File: src/rtl/systolic_skew_feeder.sv
// -----------------------------------------------------------------------------
// systolic_skew_feeder
//
// Input-side operand feeder for the systolic tile array. Accepts a
// MATRIX_SIZE x MATRIX_SIZE operand matrix one row per handshake, holds up to
// two complete matrices in a pair of banks, and streams each matrix into the
// array's MATRIX_SIZE lanes diagonally skewed over ARRAY_SIZE = 2*MATRIX_SIZE-1
// steps. Loading one bank overlaps with streaming the other.
//
// Handshake (load side): a row transfers on a rising clk edge where
// in_valid && in_ready are both high. The producer must hold in_row stable while
// in_valid is high and not yet accepted; in_ready does not depend on in_valid.
//
// Ports
//   clk            single clock, rising edge
//   reset          asynchronous, active-low reset
//   enable         stream advance; low stalls the stream
//   in_valid       in_row holds a valid row
//   in_ready       feeder can accept a row (registered)
//   in_row         row r, lane c at [c*DATA_WIDTH +: DATA_WIDTH]
//   out_valid      out_data / out_lane_valid hold a fresh step
//   out_lane_valid per-lane element valid
//   out_data       lane j at [j*DATA_WIDTH +: DATA_WIDTH]
//   out_first      high with step 0 of a matrix
//   out_last       high with step ARRAY_SIZE-1 of a matrix
//   busy           stream FSM is in STREAM (exposes the FSM state)
// -----------------------------------------------------------------------------
module systolic_skew_feeder #(
   parameter int MATRIX_SIZE = 4,
   parameter int DATA_WIDTH  = 16
) (
   input  logic                              clk,
   input  logic                              reset,
   input  logic                              enable,
   input  logic                              in_valid,
   output logic                              in_ready,
   input  logic [MATRIX_SIZE*DATA_WIDTH-1:0] in_row,
   output logic                              out_valid,
   output logic [MATRIX_SIZE-1:0]            out_lane_valid,
   output logic [MATRIX_SIZE*DATA_WIDTH-1:0] out_data,
   output logic                              out_first,
   output logic                              out_last,
   output logic                              busy
);

   localparam int ARRAY_SIZE = 2*MATRIX_SIZE - 1;
   localparam int TW = (ARRAY_SIZE > 1) ? $clog2(ARRAY_SIZE) : 1;
   localparam int RW = (MATRIX_SIZE > 1) ? $clog2(MATRIX_SIZE) : 1;
   localparam int ROW_W = MATRIX_SIZE*DATA_WIDTH;

   localparam logic [TW-1:0] T_LAST   = TW'(ARRAY_SIZE - 1);
   localparam logic [RW-1:0] ROW_LAST = RW'(MATRIX_SIZE - 1);

   localparam logic [0:0] S_IDLE   = 1'b0;
   localparam logic [0:0] S_STREAM = 1'b1;

   // Operand storage: two banks of MATRIX_SIZE rows. Not reset; the full
   // flags qualify every read.
   logic [ROW_W-1:0] bank_q [2][MATRIX_SIZE];

   logic [0:0]            state_q,          state_d;
   logic [1:0]            full_q,           full_d;
   logic                  wr_bank_q,        wr_bank_d;
   logic                  rd_bank_q,        rd_bank_d;
   logic [RW-1:0]         wr_row_q,         wr_row_d;
   logic [TW-1:0]         t_q,              t_d;
   logic                  in_ready_q,       in_ready_d;
   logic                  out_valid_q,      out_valid_d;
   logic [MATRIX_SIZE-1:0] out_lane_valid_q, out_lane_valid_d;
   logic [ROW_W-1:0]      out_data_q,       out_data_d;
   logic                  out_first_q,      out_first_d;
   logic                  out_last_q,       out_last_d;

   logic load_fire;
   logic stream_go;
   logic step_last;

   // in_ready_q mirrors !full[wr_bank] one edge late only right after reset,
   // so qualifying with it keeps the handshake honest on that first edge.
   assign load_fire = in_valid && in_ready_q;

   // In STREAM the read bank is always full, so this also covers the
   // IDLE -> STREAM start condition.
   assign stream_go = enable && ((state_q == S_STREAM) || full_q[rd_bank_q]);
   assign step_last = (t_q == T_LAST);

   always_comb begin
      int row_i;
      row_i            = 0;
      state_d          = state_q;
      full_d           = full_q;
      wr_bank_d        = wr_bank_q;
      rd_bank_d        = rd_bank_q;
      wr_row_d         = wr_row_q;
      t_d              = t_q;
      out_valid_d      = out_valid_q;
      out_lane_valid_d = out_lane_valid_q;
      out_data_d       = out_data_q;
      out_first_d      = out_first_q;
      out_last_d       = out_last_q;

      // ---------------- stream side ----------------
      if (stream_go) begin
         out_valid_d = 1'b1;
         out_first_d = (t_q == '0);
         out_last_d  = step_last;
         // Step t: lane j carries row (t-j), column j of the read bank.
         for (int j = 0; j < MATRIX_SIZE; j++) begin
            row_i = int'(t_q) - j;
            if (row_i >= 0 && row_i < MATRIX_SIZE) begin
               out_lane_valid_d[j]                      = 1'b1;
               out_data_d[j*DATA_WIDTH +: DATA_WIDTH]   =
                  bank_q[rd_bank_q][RW'(row_i)][j*DATA_WIDTH +: DATA_WIDTH];
            end else begin
               out_lane_valid_d[j]                      = 1'b0;
               out_data_d[j*DATA_WIDTH +: DATA_WIDTH]   = '0;
            end
         end
         if (step_last) begin
            full_d[rd_bank_q] = 1'b0;
            rd_bank_d         = ~rd_bank_q;
            t_d               = '0;
            // Back-to-back matrices: no bubble when the other bank is ready.
            state_d           = full_q[~rd_bank_q] ? S_STREAM : S_IDLE;
         end else begin
            t_d     = t_q + 1'b1;
            state_d = S_STREAM;
         end
      end else if (state_q == S_STREAM) begin
         // Stall: everything holds except the valid strobe.
         out_valid_d = 1'b0;
      end else begin
         out_valid_d      = 1'b0;
         out_lane_valid_d = '0;
         out_first_d      = 1'b0;
         out_last_d       = 1'b0;
      end

      // ---------------- load side ----------------
      // Load and stream never touch the same bank: the write bank is empty
      // and the read bank is full, so both flag updates can land together.
      if (load_fire) begin
         if (wr_row_q == ROW_LAST) begin
            full_d[wr_bank_q] = 1'b1;
            wr_bank_d         = ~wr_bank_q;
            wr_row_d          = '0;
         end else begin
            wr_row_d = wr_row_q + 1'b1;
         end
      end

      in_ready_d = !full_d[wr_bank_d];
   end

   always_ff @(posedge clk or negedge reset) begin
      if (!reset) begin
         state_q          <= S_IDLE;
         full_q           <= '0;
         wr_bank_q        <= 1'b0;
         rd_bank_q        <= 1'b0;
         wr_row_q         <= '0;
         t_q              <= '0;
         in_ready_q       <= 1'b0;
         out_valid_q      <= 1'b0;
         out_lane_valid_q <= '0;
         out_data_q       <= '0;
         out_first_q      <= 1'b0;
         out_last_q       <= 1'b0;
      end else begin
         state_q          <= state_d;
         full_q           <= full_d;
         wr_bank_q        <= wr_bank_d;
         rd_bank_q        <= rd_bank_d;
         wr_row_q         <= wr_row_d;
         t_q              <= t_d;
         in_ready_q       <= in_ready_d;
         out_valid_q      <= out_valid_d;
         out_lane_valid_q <= out_lane_valid_d;
         out_data_q       <= out_data_d;
         out_first_q      <= out_first_d;
         out_last_q       <= out_last_d;
      end
   end

   always_ff @(posedge clk) begin
      if (load_fire) begin
         bank_q[wr_bank_q][wr_row_q] <= in_row;
      end
   end

   assign in_ready       = in_ready_q;
   assign out_valid      = out_valid_q;
   assign out_lane_valid = out_lane_valid_q;
   assign out_data       = out_data_q;
   assign out_first      = out_first_q;
   assign out_last       = out_last_q;
   assign busy           = (state_q == S_STREAM);

endmodule
File: config.mk
export PLATFORM = sky130hd
export DESIGN_NAME = systolic_skew_feeder
export DESIGN_NICKNAME = d
export VERILOG_FILES = /design/src/rtl/systolic_skew_feeder.sv
export SDC_FILE = /design/constraint.sdc
export NUM_CORES = 1
export LEC_CHECK = 0
export CAP_MARGIN = 40
export CORE_ASPECT_RATIO = 0.75
export CORE_UTILIZATION = 60
export CTS_CLUSTER_DIAMETER = 50
export DETAILED_ROUTE_END_ITERATION = 6
export PLACE_DENSITY = 0.89
export SLEW_MARGIN = 30
export SYNTH_ARGS = -nofsm -noshare
export SYNTH_HDL_FRONTEND = slang
export SYNTH_SLANG_ARGS = --single-unit
File: constraint.sdc
create_clock -name clk -period 11.25 [get_ports clk]
set_input_delay 1.6875 -clock clk [delete_from_list [all_inputs] [get_ports clk]]
set_output_delay 1.6875 -clock clk [all_outputs]
set_load 0.01 [all_outputs]
==> results of run 1 <==
## kinds of logic (layout without fill, tap and decap cells)
| kind of cell | Yosys count | after routing |
|---|---|---|
| DFF | 594 | 594 |
| muxes | 198 | 198 |
| AOI/OAI and AO/OA | 86 | 86 |
| buffers and inverters | 59 | 277 |
| and+or+nand+nor | 24 | 24 |
| adders and majority gates | 11 | 11 |
| xor gates and xnor gates | 3 | 3 |
| other | 0 | 1 |
## power by group through the flow
stage / registers [W] / clock network (W) / logic [W]
final: 0.00294 / 0.00185 / 0.00216
after global routing: 0.00297 / 0.00197 / 0.00228
after CTS: 0.00295 / 0.00188 / 0.00218
after detailed placement: 0.00298 / 0 / 0.00214
after global placement: 0.00299 / 0 / 0.00196
after floorplan: 0.00293 / 0 / 0.00142
## how the worst max path moves through the flow
stage,slack [ps],cells past startpoint,start,to
after detailed placement,7030,5,in_valid,bank_q[0][154]
final,7690,6,in_valid,bank_q[0][153]
after global routing,7650,6,in_valid,bank_q[0][152]
after CTS,7570,5,in_valid,bank_q[0][152]
after floorplan,4200,2,in_valid,bank_q[0][100]
after global placement,6910,4,in_valid,bank_q[0][153]
## placed cells by master, fill, tap and decap left out, drive strengths merged, types with 2 or more instances in the layout
cell             n
clkdlybuf4s50  139
mux4           128
and3             4
bufinv           5
mux2            68
a211oi           2
inv              7
dfrtp           82
nand2b           2
mux2i            2
nand2            7
nor2             3
o221ai           2
a21o             4
xnor2            2
o21ai            5
nor3b            3
clkbuf          73
clkinvlp         2
edfxtp         512
a22o            65
nand3            2
clkinv          22
buf             29
ha              11
## per-stage QoR
step | cell area, sq um | util [%] | total power (W) | hold slack (ps) | worst slack (ps)
2_1_floorplan | 22400 | - | 0.00434 | 515 | 4200
3_3_place_gp | 24400 | 67.1 | 0.00495 | 458 | 6910
3_5_place_dp | 24700 | 68.0 | 0.00512 | 490 | 7030
4_1_cts | 26500 | 72.9 | 0.00700 | 505 | 7570
5_1_grt | 26500 | 73.0 | 0.00722 | 520 | 7650
6_report | 26500 | 73.0 | 0.00695 | 490 | 7690
## layer usage
layer	routed length [um]	GRT usage [%]	vias to the layer above
li1	-	-	4438
met1	18900	35.7	5642
met2	24200	43.4	510
met3	3380	4.31	98
met4	1350	8.37	4
met5	28	0	-
## layout make-up
cell class,count,area [sq um],share of cell area [%]
Clock buffer,73,1520,5.75
Sequential cell,594,17400,65.8
Timing Repair Buffer,168,1840,6.93
Tap cell,496,621,2.34
Inverter,9,35.0,0.132
Multi-Input combinational cell,322,4790,18.1
Antenna cell,1,2.50,0.00944
Clock inverter,27,273,1.03
## registers in the layout, indices dropped and copies added (netlist names)
register,cells
out_data,64
busy,1
full_q,2
t_q,3
bank_q,512
out_valid,1
out_lane_valid,4
wr_row_q,2
wr_bank_q,1
out_first,1
out_last,1
rd_bank_q,1
in_ready,1
## Yosys cell counts, types with 2 or more instances
cell type	count
inv_1	6
xnor2_1	2
nand3_1	2
buf_2	22
nor3b_1	3
nand2b_1	2
a21o_1	4
and3_1	4
ha_1	11
mux4_2	128
clkbuf_1	25
nor2_1	3
clkinv_1	2
a22o_1	65
edfxtp_1	512
dfrtp_1	82
buf_4	2
mux2_2	68
o21ai_0	4
o221ai_1	2
nand2_1	7
## critical path: stages
cell,delay (ps)
clkdlybuf4s50_1,510
nand2_1,160
nor3b_2,520
buf_4,280
buf_4,310
buf_12,290
==> flow_summary.yaml, run 1 <==
logic_synthesis:
  synthMuxAreaShare_pct: 16.4
  synth_top_family_by_area: "multiplexers"
  synthFlopType: "edfxtp_1"
  netlist.area_leader.share_pct: 68.6
  async_flop_share_pct: 13.8
  syn_area_per_cell_sq_um: 23.0
  synth-edff-count: 512
  synthAdderAreaFrac_pct: 0.614
  ys_warn_count: 0
  synthSimpleGateAreaFrac_pct: 0.575
  synth_top_area_cell: "edfxtp_1"
  synth_xor_area_share_pct: 0.117
  synthCells: 975
  syn_nets: 1054
  syn_area_sq_um: 22400
  synth.area.top_cells: "edfxtp_1, mux4_2, dfrtp_1, mux2_2, a22o_1"
  synth_compound_area_share_pct: 3.35
  yosysUniqueCellTypes: 40
  yosysSeqAreaShare_pct: 77.8
  ys_seq_elements: 594
route:
  ant_nets: 0
  drc: 0
  dr.pass1.iters: 5
  wl_um: 47900
  vias: 10700
  avgRoutedWirePerCell_um: 28.3
  routed_via_density: 6.33
  dr.first_iter.drc_count: 1163
critical_path:
  critPathLaunchType: "input port"
  worstPathRequired_ps: 11510
  r2r-start: "rd_bank_q"
  reg2reg_depth: 5
  crit_type: "in -> reg"
  r2r_setup_slack_ps: 7930
  r2r-end: "out_data[40]"
  path_max_fanout: 37
  arrival_ps: 3810
  endpoint_kind: "flip-flop"
pwr:
  pwr-share-comb_pct: 31.0
  irDropWorstVdd_mv: 0.135
  power_switching_w: 0.00201
  power_density_nw_per_um2: 262
  leakagePower_nw: 8.92
  clockPowerShare_pct: 26.7
  p_int_w: 0.00494
  p_sw_share_pct: 28.9
  seqPwrFrac_pct: 42.3
layout:
  area_delta_synth_final_pct: 18.4
  n_fill_cell: 1993
  finalNonFillerCells: 1690
  nets: 1227
  layout-drive-gt1-share_pct: 27.3
worst_hold_path:
  whs_endpoint: "out_lane_valid[3]"
  hold_depth: 1
  hold_path.class: "reg -> reg"
  hp-start: "out_lane_valid[3]"
grt:
  grt_max_degree: 54
  grt_usage_pct: 26.0
  first_global_vias: 11500
  grt_pass1_wl_um: 71700
  antenna_found_initial: 3
  grt_overflow: 0
run_status:
  outcome: "finished clean"
cts:
  hold_buffers: 0
  clk_pin_slew_worst_paths_ps: 60
  cts_setup_buffers: 0
  numCtsBuffers: 53
  cts-resized-gates: 0
  root_buffer: "clkbuf_16"
  clk_path_buf_depth: 3
  cts_sinks: 594
  cts_max_level: 2
  cts_tree: "built"
  clock_latency_ps: 590
die:
  fp.dieW_um: 225
  start_util_pct: 61.6
  coreArea_sq_um: 36300
  rows: 60
  ios: 141
  die_h_um: 169
  floorplan.die_area_sq_um: 38100
sta:
  setup_viol_count_final: 0
  tightestPinTransition_ps: 827
  fin_crit_ps: 3560
  period_share_pct: 31.6
  rsz0062_at_grt: "no"
  finalMaxSlewViolations: 0
  skew_ps: 21.0
  hold_viol_final: 0
  max_freq_mhz: 281
  setup-tns-final_ps: 0
  relSlewSlack_pct: 44.9
place:
  dp.cells: 1588
  io_buffers: 140
  hpwl_um: 27300
  finalWeightedCongestion: 0.721
job:
  drv_cap: 0
Power figures use the tool's default switching activity.
==> run 2: changes to the inputs <==
--- a/config.mk
+++ b/config.mk
@@ -7,10 +7,10 @@
 export LEC_CHECK = 0
 export CAP_MARGIN = 40
 export CORE_ASPECT_RATIO = 0.75
-export CORE_UTILIZATION = 60
+export CORE_UTILIZATION = 59
 export CTS_CLUSTER_DIAMETER = 50
 export DETAILED_ROUTE_END_ITERATION = 6
-export PLACE_DENSITY = 0.89
+export PLACE_DENSITY = 0.87
 export SLEW_MARGIN = 30
 export SYNTH_ARGS = -nofsm -noshare
 export SYNTH_HDL_FRONTEND = slang
==> constraint.sdc (replaced) <==
create_clock -name clk -period 3.65 [get_ports clk]
set_input_delay 0.5475 -clock clk [delete_from_list [all_inputs] [get_ports clk]]
set_output_delay 0.5475 -clock clk [all_outputs]
set_load 0.01 [all_outputs]
==> run 2 against run 1 <==
  * Total power grew to 3.0 times the previous value
  * Sequential share of layout area increased by 0.38 points
  * Utilization down 2.2 points
  * Worst setup slack got worse by 7000 ps
  * Routed wire length is 0.39% higher
  * Critical endpoint is now out_data[63]
  * Largest cell class unchanged
  * Highest routed layer unchanged
==> flow_summary.yaml, run 2 (same netlist as run 1, synthesis figures left out) <==
critical_path:
  crit_type: "reg -> reg"
  worstPathCellList: "clkinv_2 -> ha_4 -> buf_12 -> mux4_2 -> mux2_2 -> a22o_1"
  max_stage_delay_ps: 750
  r2r_setup_slack_ps: 700
  r2r-end: "out_data[63]"
  r2r-start: "t_q[0]"
  path_max_fanout: 35
  slowest_stage: "dfrtp_1"
  startpoint: "t_q[0]"
  reg2reg_depth: 6
  worstPathRequired_ps: 4100
  crit_end: "out_data[63]"
  arrival_ps: 3410
  critPathLaunchType: "flip-flop"
  endpoint_kind: "flip-flop"
layout:
  nets: 1230
  finalNonFillerCells: 1697
  final_common_cell: "edfxtp_1"
  layout-drive-gt1-share_pct: 27.1
  n_fill_cell: 2163
  largest_reg_flops: 512
  area_delta_synth_final_pct: 17.7
  regMostFlops: "bank_q"
  final_cell_mix: "edfxtp_1, clkdlybuf4s50_1, mux4_2"
cts:
  numCtsBuffers: 52
  clk_path_buf_depth: 3
  cts_tree: "built"
  clock_latency_ps: 570
  clk_pin_slew_worst_paths_ps: 70
  root_buffer: "clkbuf_16"
  cts_max_level: 2
  cts_sinks: 594
place:
  place_ws_ps: 741
  io_buffers: 140
  hpwl_um: 26700
  dp.cells: 1599
  finalWeightedCongestion: 0.755
sta:
  setup_ws_ps: 698
  rsz0062_at_grt: "no"
  period_share_pct: 80.9
  skew_ps: 8.50
  tightestPinTransition_ps: 816
  hold_viol_final: 0
  finalMaxSlewViolations: 0
  max_freq_mhz: 339
  setup_viol_count_final: 0
  fin_crit_ps: 2950
  relSlewSlack_pct: 45.6
grt:
  grt_max_degree: 67
  first_global_vias: 11400
  grt_pass1_wl_um: 71600
  antenna_found_initial: 3
  grt_overflow: 0
  grt_usage_pct: 25.9
die:
  floorplan.die_area_sq_um: 38800
  start_util_pct: 60.1
  die_h_um: 171
  coreArea_sq_um: 37200
  ios: 141
  rows: 61
  fp.dieW_um: 227
job:
  drv_cap: 0
worst_hold_path:
  hold_path.class: "reg -> reg"
route:
  dr.pass1.iters: 5
  ant_nets: 0
  routed_via_density: 6.35
  avgRoutedWirePerCell_um: 28.3
  wl_um: 48100
  vias: 10800
  dr.first_iter.drc_count: 1126
  drc: 0
pwr:
  power_density_nw_per_um2: 803
  leakagePower_nw: 8.86
  irDropWorstVdd_mv: 0.619
run_status:
  outcome: "finished clean"
==> run 2: critical path: cells and delay by family, from the launching register on <==
kind,cells,cell delay (ps)
flip-flops,1,750
buffers and inverters,2,520
multiplexers,2,660
AO/OA/AOI/OAI,1,220
adder cells (fa/ha/maj),1,650
==> run 2: metal layers <==
layer,up-vias,part of all wire (%),global-route usage (%)
met3,96,7.9,4.86
met1,5706,38,34.9
li1,4447,-,-
met4,4,2.8,8.08
met2,515,51,43.5
met5,-,0.056,0
==> run 2: layout make-up <==
cell class                 instances  area [sq um]  area share (%)
sequential                       594         17400            66.1
antenna                            1          2.50         0.00949
clock inverter                    22           267            1.01
inverter                           9          35.0           0.133
multi-input combinational        322          4790            18.2
tap                              504           631            2.39
timing repair buffer             172          1740            6.62
clock buffer                      73          1460            5.54
==> run 2: worst min-delay path by stage <==
stage / start / to / slack, ps / cells after the start
floorplan: reset / busy / 250 / 0
global placement: out_lane_valid[3] / out_lane_valid[3] / 460 / 1
detailed placement: out_last / out_last / 480 / 2
CTS: out_last / out_last / 500 / 2
global route: out_lane_valid[0] / out_lane_valid[0] / 520 / 1
finish: out_last / out_last / 490 / 2
==> run 2: timing repair <==
action | in CTS | in global routing
hold endpoints to repair | 2 | 0
endpoints found under the setup margin | 0 | 0
hold buffers | 1 | 0
setup buffers | 0 | 0
resized for setup | 0 | 0
==> run 2: per-stage QoR <==
| step | hold WS (ps) | cell area (sq um) | total power [W] | setup TNS [ps] | util (%) |
|---|---|---|---|---|---|
| final | 488 | 26400 | 0.0212 | 0 | 70.8 |
| after global placement | 460 | 24600 | 0.0154 | 0 | 66.0 |
| after CTS | 496 | 26400 | 0.0213 | 0 | 70.8 |
| after detailed placement | 476 | 24600 | 0.0157 | 0 | 66.1 |
| after floorplan | 252 | 22400 | 0.0134 | -433170 | - |
| after global routing | 518 | 26400 | 0.0220 | 0 | 70.8 |
==> run 2: power breakdown <==
group | switching, W | internal [W] | leakage [nW]
clock network | 0.00236 | 0.00322 | 0.850
logic | 0.00314 | 0.00347 | 2.31
registers | 0.000571 | 0.00842 | 5.69
